--- src/rtl/vp_pkg.sv ---
// -----------------------------------------------------------------------------
// vp_pkg
// Shared types and constants for the VP-chain 3x3 window sequencer.
//   - vp_state_e : sequencer state encoding (IDLE/ARMED/FILL/RUN)
//   - WIN_LAT    : clocks from line-RAM shift to window-register update
//   - WIN_BORDER : rows/cols that must be seen before a window is complete
//   - calc_cw / calc_rw : counter widths derived from the maximum resolution
// -----------------------------------------------------------------------------
package vp_pkg;

  typedef enum logic [1:0] {
    IDLE  = 2'd0,
    ARMED = 2'd1,
    FILL  = 2'd2,
    RUN   = 2'd3
  } vp_state_e;

  localparam int WIN_LAT    = 2;
  localparam int WIN_BORDER = 2;

  // Column counter width for a given maximum active width.
  function automatic int calc_cw(input int max_hdisp);
    return (max_hdisp > 1) ? $clog2(max_hdisp) : 1;
  endfunction

  // Row counter width for a given maximum active height.
  function automatic int calc_rw(input int max_vdisp);
    return (max_vdisp > 1) ? $clog2(max_vdisp) : 1;
  endfunction

endpackage

--- src/rtl/vp_edge_det.sv ---
// -----------------------------------------------------------------------------
// vp_edge_det
// 1-bit rise/fall detector against a 1-clk registered copy of the input.
// Ports:
//   clk_i  : clock
//   rst_i  : synchronous active-high reset (clears the registered copy)
//   sig_i  : input level
//   rise_o : sig_i is 1 and was 0 last clk
//   fall_o : sig_i is 0 and was 1 last clk
// -----------------------------------------------------------------------------
module vp_edge_det (
  input  logic clk_i,
  input  logic rst_i,
  input  logic sig_i,
  output logic rise_o,
  output logic fall_o
);

  logic sig_q;

  // Previous-clk copy of the input.
  always_ff @(posedge clk_i) begin
    if (rst_i) begin
      sig_q <= 1'b0;
    end else begin
      sig_q <= sig_i;
    end
  end

  assign rise_o = sig_i & ~sig_q;
  assign fall_o = ~sig_i & sig_q;

endmodule

--- src/rtl/matrix_window_ctrl.sv ---
// -----------------------------------------------------------------------------
// matrix_window_ctrl
// Sequencer for the 3x3 line-buffer window generator. Tracks frame/line/pixel
// position from per_vs/per_de, drives the line-RAM shift and window-register
// enables, flags complete windows with their centre coordinates and reports
// line-length / line-count errors.
// Ports:
//   clk, rst                 : pixel clock, synchronous active-high reset
//   cfg_en                   : enable; 0 returns to IDLE at a frame boundary
//   cfg_hdisp, cfg_vdisp     : resolution, latched on accepted per_vs rise
//   per_vs, per_de           : raw frame-valid level and pixel-valid
//   shift_en                 : line-RAM shift enable (per_de while busy)
//   read_de, win_de          : shift_en delayed by 1 and 2 clks
//   win_valid, win_x, win_y  : complete window flag and its centre position
//   frame_start, frame_done  : 1-clk frame boundary pulses
//   line_err, ovf_err        : 1-clk error pulses
//   busy                     : state is FILL or RUN
// -----------------------------------------------------------------------------
module matrix_window_ctrl
  import vp_pkg::*;
#(
  parameter int MAX_HDISP = 1280,
  parameter int MAX_VDISP = 720,
  parameter int CW        = calc_cw(MAX_HDISP),
  parameter int RW        = calc_rw(MAX_VDISP)
) (
  input  logic          clk,
  input  logic          rst,
  input  logic          cfg_en,
  input  logic [CW-1:0] cfg_hdisp,
  input  logic [RW-1:0] cfg_vdisp,
  input  logic          per_vs,
  input  logic          per_de,
  output logic          shift_en,
  output logic          read_de,
  output logic          win_de,
  output logic          win_valid,
  output logic [CW-1:0] win_x,
  output logic [RW-1:0] win_y,
  output logic          frame_start,
  output logic          frame_done,
  output logic          line_err,
  output logic          ovf_err,
  output logic          busy
);

  localparam logic [CW-1:0] COL_MAX    = CW'(MAX_HDISP - 1);
  localparam logic [RW-1:0] ROW_MAX    = RW'(MAX_VDISP - 1);
  localparam logic [CW-1:0] COL_ONE    = CW'(1);
  localparam logic [RW-1:0] ROW_ONE    = RW'(1);
  localparam logic [CW-1:0] COL_BORDER = CW'(WIN_BORDER);
  localparam logic [RW-1:0] ROW_BORDER = RW'(WIN_BORDER);
  localparam logic [CW-1:0] HDISP_MIN  = CW'(WIN_BORDER + 1);

  vp_state_e     state_q;
  logic          busy_q;
  logic          frame_start_q;
  logic          frame_done_q;
  logic          line_err_q;
  logic          ovf_err_q;
  logic [CW-1:0] col_q;
  logic [RW-1:0] row_q;
  logic [CW-1:0] hdisp_q;
  logic [RW-1:0] vdisp_q;

  logic [WIN_LAT-1:0] de_pipe_q;
  logic [CW-1:0]      tag_col_q;
  logic [RW-1:0]      tag_row_q;
  logic               win_valid_q;
  logic [CW-1:0]      win_x_q;
  logic [RW-1:0]      win_y_q;

  logic          vs_rise;
  logic          vs_fall;
  logic          de_rise;
  logic          de_fall;
  logic [CW-1:0] col_inc;
  logic [RW-1:0] row_inc;
  logic          win_full;

  vp_edge_det u_vs_det (
    .clk_i  (clk),
    .rst_i  (rst),
    .sig_i  (per_vs),
    .rise_o (vs_rise),
    .fall_o (vs_fall)
  );

  vp_edge_det u_de_det (
    .clk_i  (clk),
    .rst_i  (rst),
    .sig_i  (per_de),
    .rise_o (de_rise),
    .fall_o (de_fall)
  );

  // busy_q tracks FILL/RUN exactly, so it doubles as the shift gate.
  assign shift_en = per_de & busy_q;

  // Saturating counter increments and the stage-1 window-complete test.
  always_comb begin
    col_inc  = col_q;
    row_inc  = row_q;
    win_full = 1'b0;
    if (col_q != COL_MAX) begin
      col_inc = col_q + COL_ONE;
    end else begin
      col_inc = col_q;
    end
    if (row_q != ROW_MAX) begin
      row_inc = row_q + ROW_ONE;
    end else begin
      row_inc = row_q;
    end
    // Overflow lines fail the row<vdisp test; a narrow cfg never yields windows.
    if ((tag_col_q >= COL_BORDER) && (tag_row_q >= ROW_BORDER) &&
        (tag_row_q < vdisp_q) && (hdisp_q >= HDISP_MIN)) begin
      win_full = 1'b1;
    end else begin
      win_full = 1'b0;
    end
  end

  // Frame/line sequencer: state, position counters, latched cfg, event pulses.
  always_ff @(posedge clk) begin
    if (rst) begin
      state_q       <= IDLE;
      busy_q        <= 1'b0;
      frame_start_q <= 1'b0;
      frame_done_q  <= 1'b0;
      line_err_q    <= 1'b0;
      ovf_err_q     <= 1'b0;
      col_q         <= {CW{1'b0}};
      row_q         <= {RW{1'b0}};
      hdisp_q       <= {CW{1'b0}};
      vdisp_q       <= {RW{1'b0}};
    end else begin
      frame_start_q <= 1'b0;
      frame_done_q  <= 1'b0;
      line_err_q    <= 1'b0;
      ovf_err_q     <= 1'b0;
      case (state_q)
        IDLE: begin
          busy_q <= 1'b0;
          if (cfg_en) begin
            state_q <= ARMED;
          end else begin
            state_q <= IDLE;
          end
        end
        ARMED: begin
          if (!cfg_en) begin
            state_q <= IDLE;
            busy_q  <= 1'b0;
          end else if (vs_rise) begin
            state_q       <= FILL;
            busy_q        <= 1'b1;
            frame_start_q <= 1'b1;
            hdisp_q       <= cfg_hdisp;
            vdisp_q       <= cfg_vdisp;
            col_q         <= {CW{1'b0}};
            row_q         <= {RW{1'b0}};
          end else begin
            state_q <= ARMED;
            busy_q  <= 1'b0;
          end
        end
        FILL, RUN: begin
          // Frame end wins over a line end in the same clk.
          if (vs_fall) begin
            frame_done_q <= 1'b1;
            busy_q       <= 1'b0;
            state_q      <= cfg_en ? ARMED : IDLE;
          end else begin
            busy_q <= 1'b1;
            if (de_fall) begin
              col_q      <= {CW{1'b0}};
              row_q      <= row_inc;
              line_err_q <= (col_q != hdisp_q);
              // Line 1 ending means the two border rows are in the line RAM.
              if (row_q >= ROW_ONE) begin
                state_q <= RUN;
              end else begin
                state_q <= state_q;
              end
            end else if (per_de) begin
              col_q     <= col_inc;
              ovf_err_q <= de_rise && (row_q >= vdisp_q);
            end else begin
              col_q <= col_q;
            end
          end
        end
        default: begin
          state_q <= IDLE;
          busy_q  <= 1'b0;
        end
      endcase
    end
  end

  // Enable delay line and position tags, aligned so win_* update with win_de.
  always_ff @(posedge clk) begin
    if (rst) begin
      de_pipe_q   <= {WIN_LAT{1'b0}};
      tag_col_q   <= {CW{1'b0}};
      tag_row_q   <= {RW{1'b0}};
      win_valid_q <= 1'b0;
      win_x_q     <= {CW{1'b0}};
      win_y_q     <= {RW{1'b0}};
    end else begin
      de_pipe_q   <= {de_pipe_q[WIN_LAT-2:0], shift_en};
      win_valid_q <= de_pipe_q[0] & win_full;
      if (shift_en) begin
        tag_col_q <= col_q;
        tag_row_q <= row_q;
      end else begin
        tag_col_q <= tag_col_q;
        tag_row_q <= tag_row_q;
      end
      // Centre of the window is one column/row behind the newest pixel.
      if (de_pipe_q[0]) begin
        win_x_q <= tag_col_q - COL_ONE;
        win_y_q <= tag_row_q - ROW_ONE;
      end else begin
        win_x_q <= win_x_q;
        win_y_q <= win_y_q;
      end
    end
  end

  assign read_de     = de_pipe_q[0];
  assign win_de      = de_pipe_q[WIN_LAT-1];
  assign win_valid   = win_valid_q;
  assign win_x       = win_x_q;
  assign win_y       = win_y_q;
  assign frame_start = frame_start_q;
  assign frame_done  = frame_done_q;
  assign line_err    = line_err_q;
  assign ovf_err     = ovf_err_q;
  assign busy        = busy_q;

endmodule

--- config.mk ---
export PLATFORM = sky130hd
export DESIGN_NAME = matrix_window_ctrl
export DESIGN_NICKNAME = d
export VERILOG_FILES = /design/src/rtl/vp_pkg.sv /design/src/rtl/vp_edge_det.sv /design/src/rtl/matrix_window_ctrl.sv
export SDC_FILE = /design/constraint.sdc
export NUM_CORES = 1
export LEC_CHECK = 0
export CAP_MARGIN = 20
export CORE_MARGIN = 3
export CORE_UTILIZATION = 50
export DETAILED_ROUTE_END_ITERATION = 7
export GPL_TIMING_DRIVEN = 0
export PLACE_DENSITY_LB_ADDON = 0.2
export RECOVER_POWER = 50
export SLEW_MARGIN = 20
export SYNTH_ARGS = -nofsm -noshare
export SYNTH_HDL_FRONTEND = slang
export SYNTH_HIERARCHICAL = 1
export SYNTH_SLANG_ARGS = --single-unit
--- constraint.sdc ---
create_clock -name clk -period 2.45 [get_ports clk]
set_clock_uncertainty 0.2 [all_clocks]
set_input_delay 0.3675 -clock clk [delete_from_list [all_inputs] [get_ports clk]]
set_output_delay 0.3675 -clock clk [all_outputs]
set_load 0.05 [all_outputs]
==> reports/qor.txt <==
Final period util = 0.952
die extent in y = 101 µm
relative slew slack = 0.617
Worst Path Arrival = 1760 ps
min setup slack post-route = 118 ps
status = completed
WL final = 10100 µm
1st-iter DRT viols = 154
Rows = 34
Async SR Flop Fraction = 0
Max Buffers Root-to-Sink = 2
Overall Global Routing Usage = 0.206
CP Capture Type = primary output
Num CTS Buffers = 9
Reg2Reg Launch Point = row_q[0]
RSZ-0062 raised after global routing = no
FF+latch count, synth = 96
Worst Tran Pin Value = 574 ps
Peak VDD IR = 0.000353 V
Port Buffers = 55
EDFF count, synth = 0
FILL cells = 796
Hold Startpoint = vdisp_q[2]
Hold Path Sink = vdisp_q[2]
largest net degree at the start of global routing = 20
dpl cell area = 5230 µm²
root buf cell = clkbuf_8
DR vias = 3839
router iterations before antenna repair = 5
Hold WS = 263 ps
Switching Share = 0.263
Seq/Total Area, Yosys = 0.423
setup slack, reg-to-reg = 240 ps
leading area contributor after synthesis = dfxtp_1
cell leakage power = 2.00 nW
post-layout min period = 2330 ps
CTS tree = built
Crit-path slowest cell = clkdlybuf4s50_1
area share of the largest cell type after synthesis = 0.423
Fin. Hold Viols = 0
post-synthesis net count = 593
Startpoint Class = primary input
Residual DRC = 0
vias in the first global route = 3690
DR vias/cell = 5.35
Yosys cell types = 46
Setup CP Type = in2out
die width = 101 µm
antenna cells = 0
layout cell share with drive strength beyond 1 = 0.0557
net load switching power = 0.733 mW
share of power burned in registers = 0.569
Final Instance Area = 5420 µm²
final non-filler cell total = 718
top-count cell post-synth = nand2_1
Max Clk Rate = 429 MHz
Post-DRT Antenna Nets = 0
Synth top cells by count = nand2_1 (98), dfxtp_1 (96), a21oi_1 (52), nor2_1 (47), ha_1 (27)
Reg-to-Reg End = ovf_err
H-tree Lvls = 3
Congestion Overflow GR = 0
initial antenna violation count = 0
Avg WL per Cell = 14.1 µm
Internal = 2.05 mW
Cells after DPL = 703
starting density of the core = 0.518
max-slew violations = 0
max incr delay on CP = 570 ps
Mapped Area = 4540 µm²
IO Pins = 56
Worst Path Required = 1880 ps
Area Overhead vs Synth = 19.4%
clock latency on the worst-skew pair = 370 ps
die area = 10300 µm²
setup violators final = 0
Final #Nets = 658
post-synthesis cell count = 540
Max-Cap Viols = 0
Core ar. = 8760 µm²
worst path cell trace = clkdlybuf4s50_1 > nand2_1 > clkinvlp_4 > clkdlybuf4s15_2
Yosys warning count = 6
dominant synthesized flop cell = dfxtp_1
Hold Path Depth = 2
DPL Wire Length = 7890 µm
PD cells = 514 nW/µm²
hold_buf cts = 0
first-pass GRT wire length = 17100 µm
HP Class = reg2reg
total power = 2.79 mW
Synth area leaders = dfxtp_1 (42%), nand2_1 (8.1%), ha_1 (7.4%), a21oi_1 (5.7%), xor2_1 (5.0%)
Gate power share = 0.066
clock power share = 0.365
peak fanout along the critical path = 13
syn avg cell area = 8.41 µm²
R2R cell count = 7
Final GP Congestion = 0.925
clock sinks = 96
Reg clk slew, reported paths = 90 ps
DP Worst Slack = -593 ps
## how the worst max path moves through the flow
stage                     slack [ps]  endpoint  cells past startpoint   start
after global routing               5  shift_en                      4  per_de
after CTS                         30  shift_en                      4  per_de
after global placement          -600  shift_en                      5  per_de
final                            120  shift_en                      4  per_de
after floorplan                  330  shift_en                      3    busy
after detailed placement        -590  shift_en                      5  per_de
## logic make-up (layout without fill, tap and decap cells)
logic type / Yosys count / after routing / synth area share
adder cells (fa/ha/maj): 27 / 27 / 0.0744
AND/OR/NAND/NOR: 233 / 233 / 0.254
XOR/XNOR: 40 / 40 / 0.0771
AO/OA/AOI/OAI: 98 / 98 / 0.133
buffers and inverters: 46 / 116 / 0.0386
flip-flops: 96 / 96 / 0.423
## registers in the layout (all words and copies together), names as in the netlist, 2 cells and up
signal and flops:
tag_row_q 10, vdisp_q 10, win_x 11, state_q 2, row_q 10, tag_col_q 11
hdisp_q 11, col_q 11, win_y 10, de_pipe_q 2
## area by class of cell
| cell class | instances | area [µm²] | share of cell area |
|---|---|---|---|
| repair buffers | 55 | 552 | 0.102 |
| plain buffers | 26 | 100 | 0.0185 |
| clock buffers | 9 | 124 | 0.0228 |
| well taps | 108 | 135 | 0.0249 |
| clock inverters | 7 | 68.8 | 0.0127 |
| flip-flops and latches | 96 | 1920 | 0.354 |
| inverters | 19 | 75.1 | 0.0138 |
| multi-input cells | 398 | 2450 | 0.451 |
## cell usage in the layout, fill, tap and decap left out, types with 5 or more instances in the layout
cell and count:
clkbuf_1 22, clkbuf_8 9, nor2_1 47, o21ai_0 11
dfxtp_1 96, nand4_1 8, inv_1 18, nor2b_1 10
nand2_1 98, xnor2_1 14, a311oi_1 5, nand3_1 15
dlygate4sd3_1 7, a21oi_1 52, clkdlybuf4s50_1 47, and3_1 5
a211oi_1 18, xor2_1 26, nor3_1 12, ha_1 27
## worst max-delay path: cells and delay by family
family                 cells  cell delay [ps]
buffers and inverters      3             1200
AND/OR/NAND/NOR            1              200
## power groups by stage
stage               registers (mW)  clock network [mW]  logic, mW
finish                        1.59                1.02      0.183
global route                  1.59                1.10      0.200
CTS                           1.59                1.04      0.183
detailed placement            1.62                   0      0.182
global placement              1.62                   0      0.180
floorplan                     1.64                   0     0.0835
## per-stage QoR
stage,util,TNS (ps)
after global routing,0.619,0
after floorplan,-,0
final,0.619,0
after detailed placement,0.597,-3170
after global placement,0.597,-2420
after CTS,0.618,0
## what timing repair did
action,CTS,global route
buffers inserted,0,0
setup endpoints to repair,1,2
resized for setup,3,2
## routing by layer
layer,GRT usage,part of all wire,vias to the layer above
li1,-,-,1990
met1,0.284,0.49,1744
met2,0.334,0.44,94
met3,0.0317,0.059,11
met4,0.0634,0.011,0
met5,0,0,-
Power figures use the tool's default switching activity.
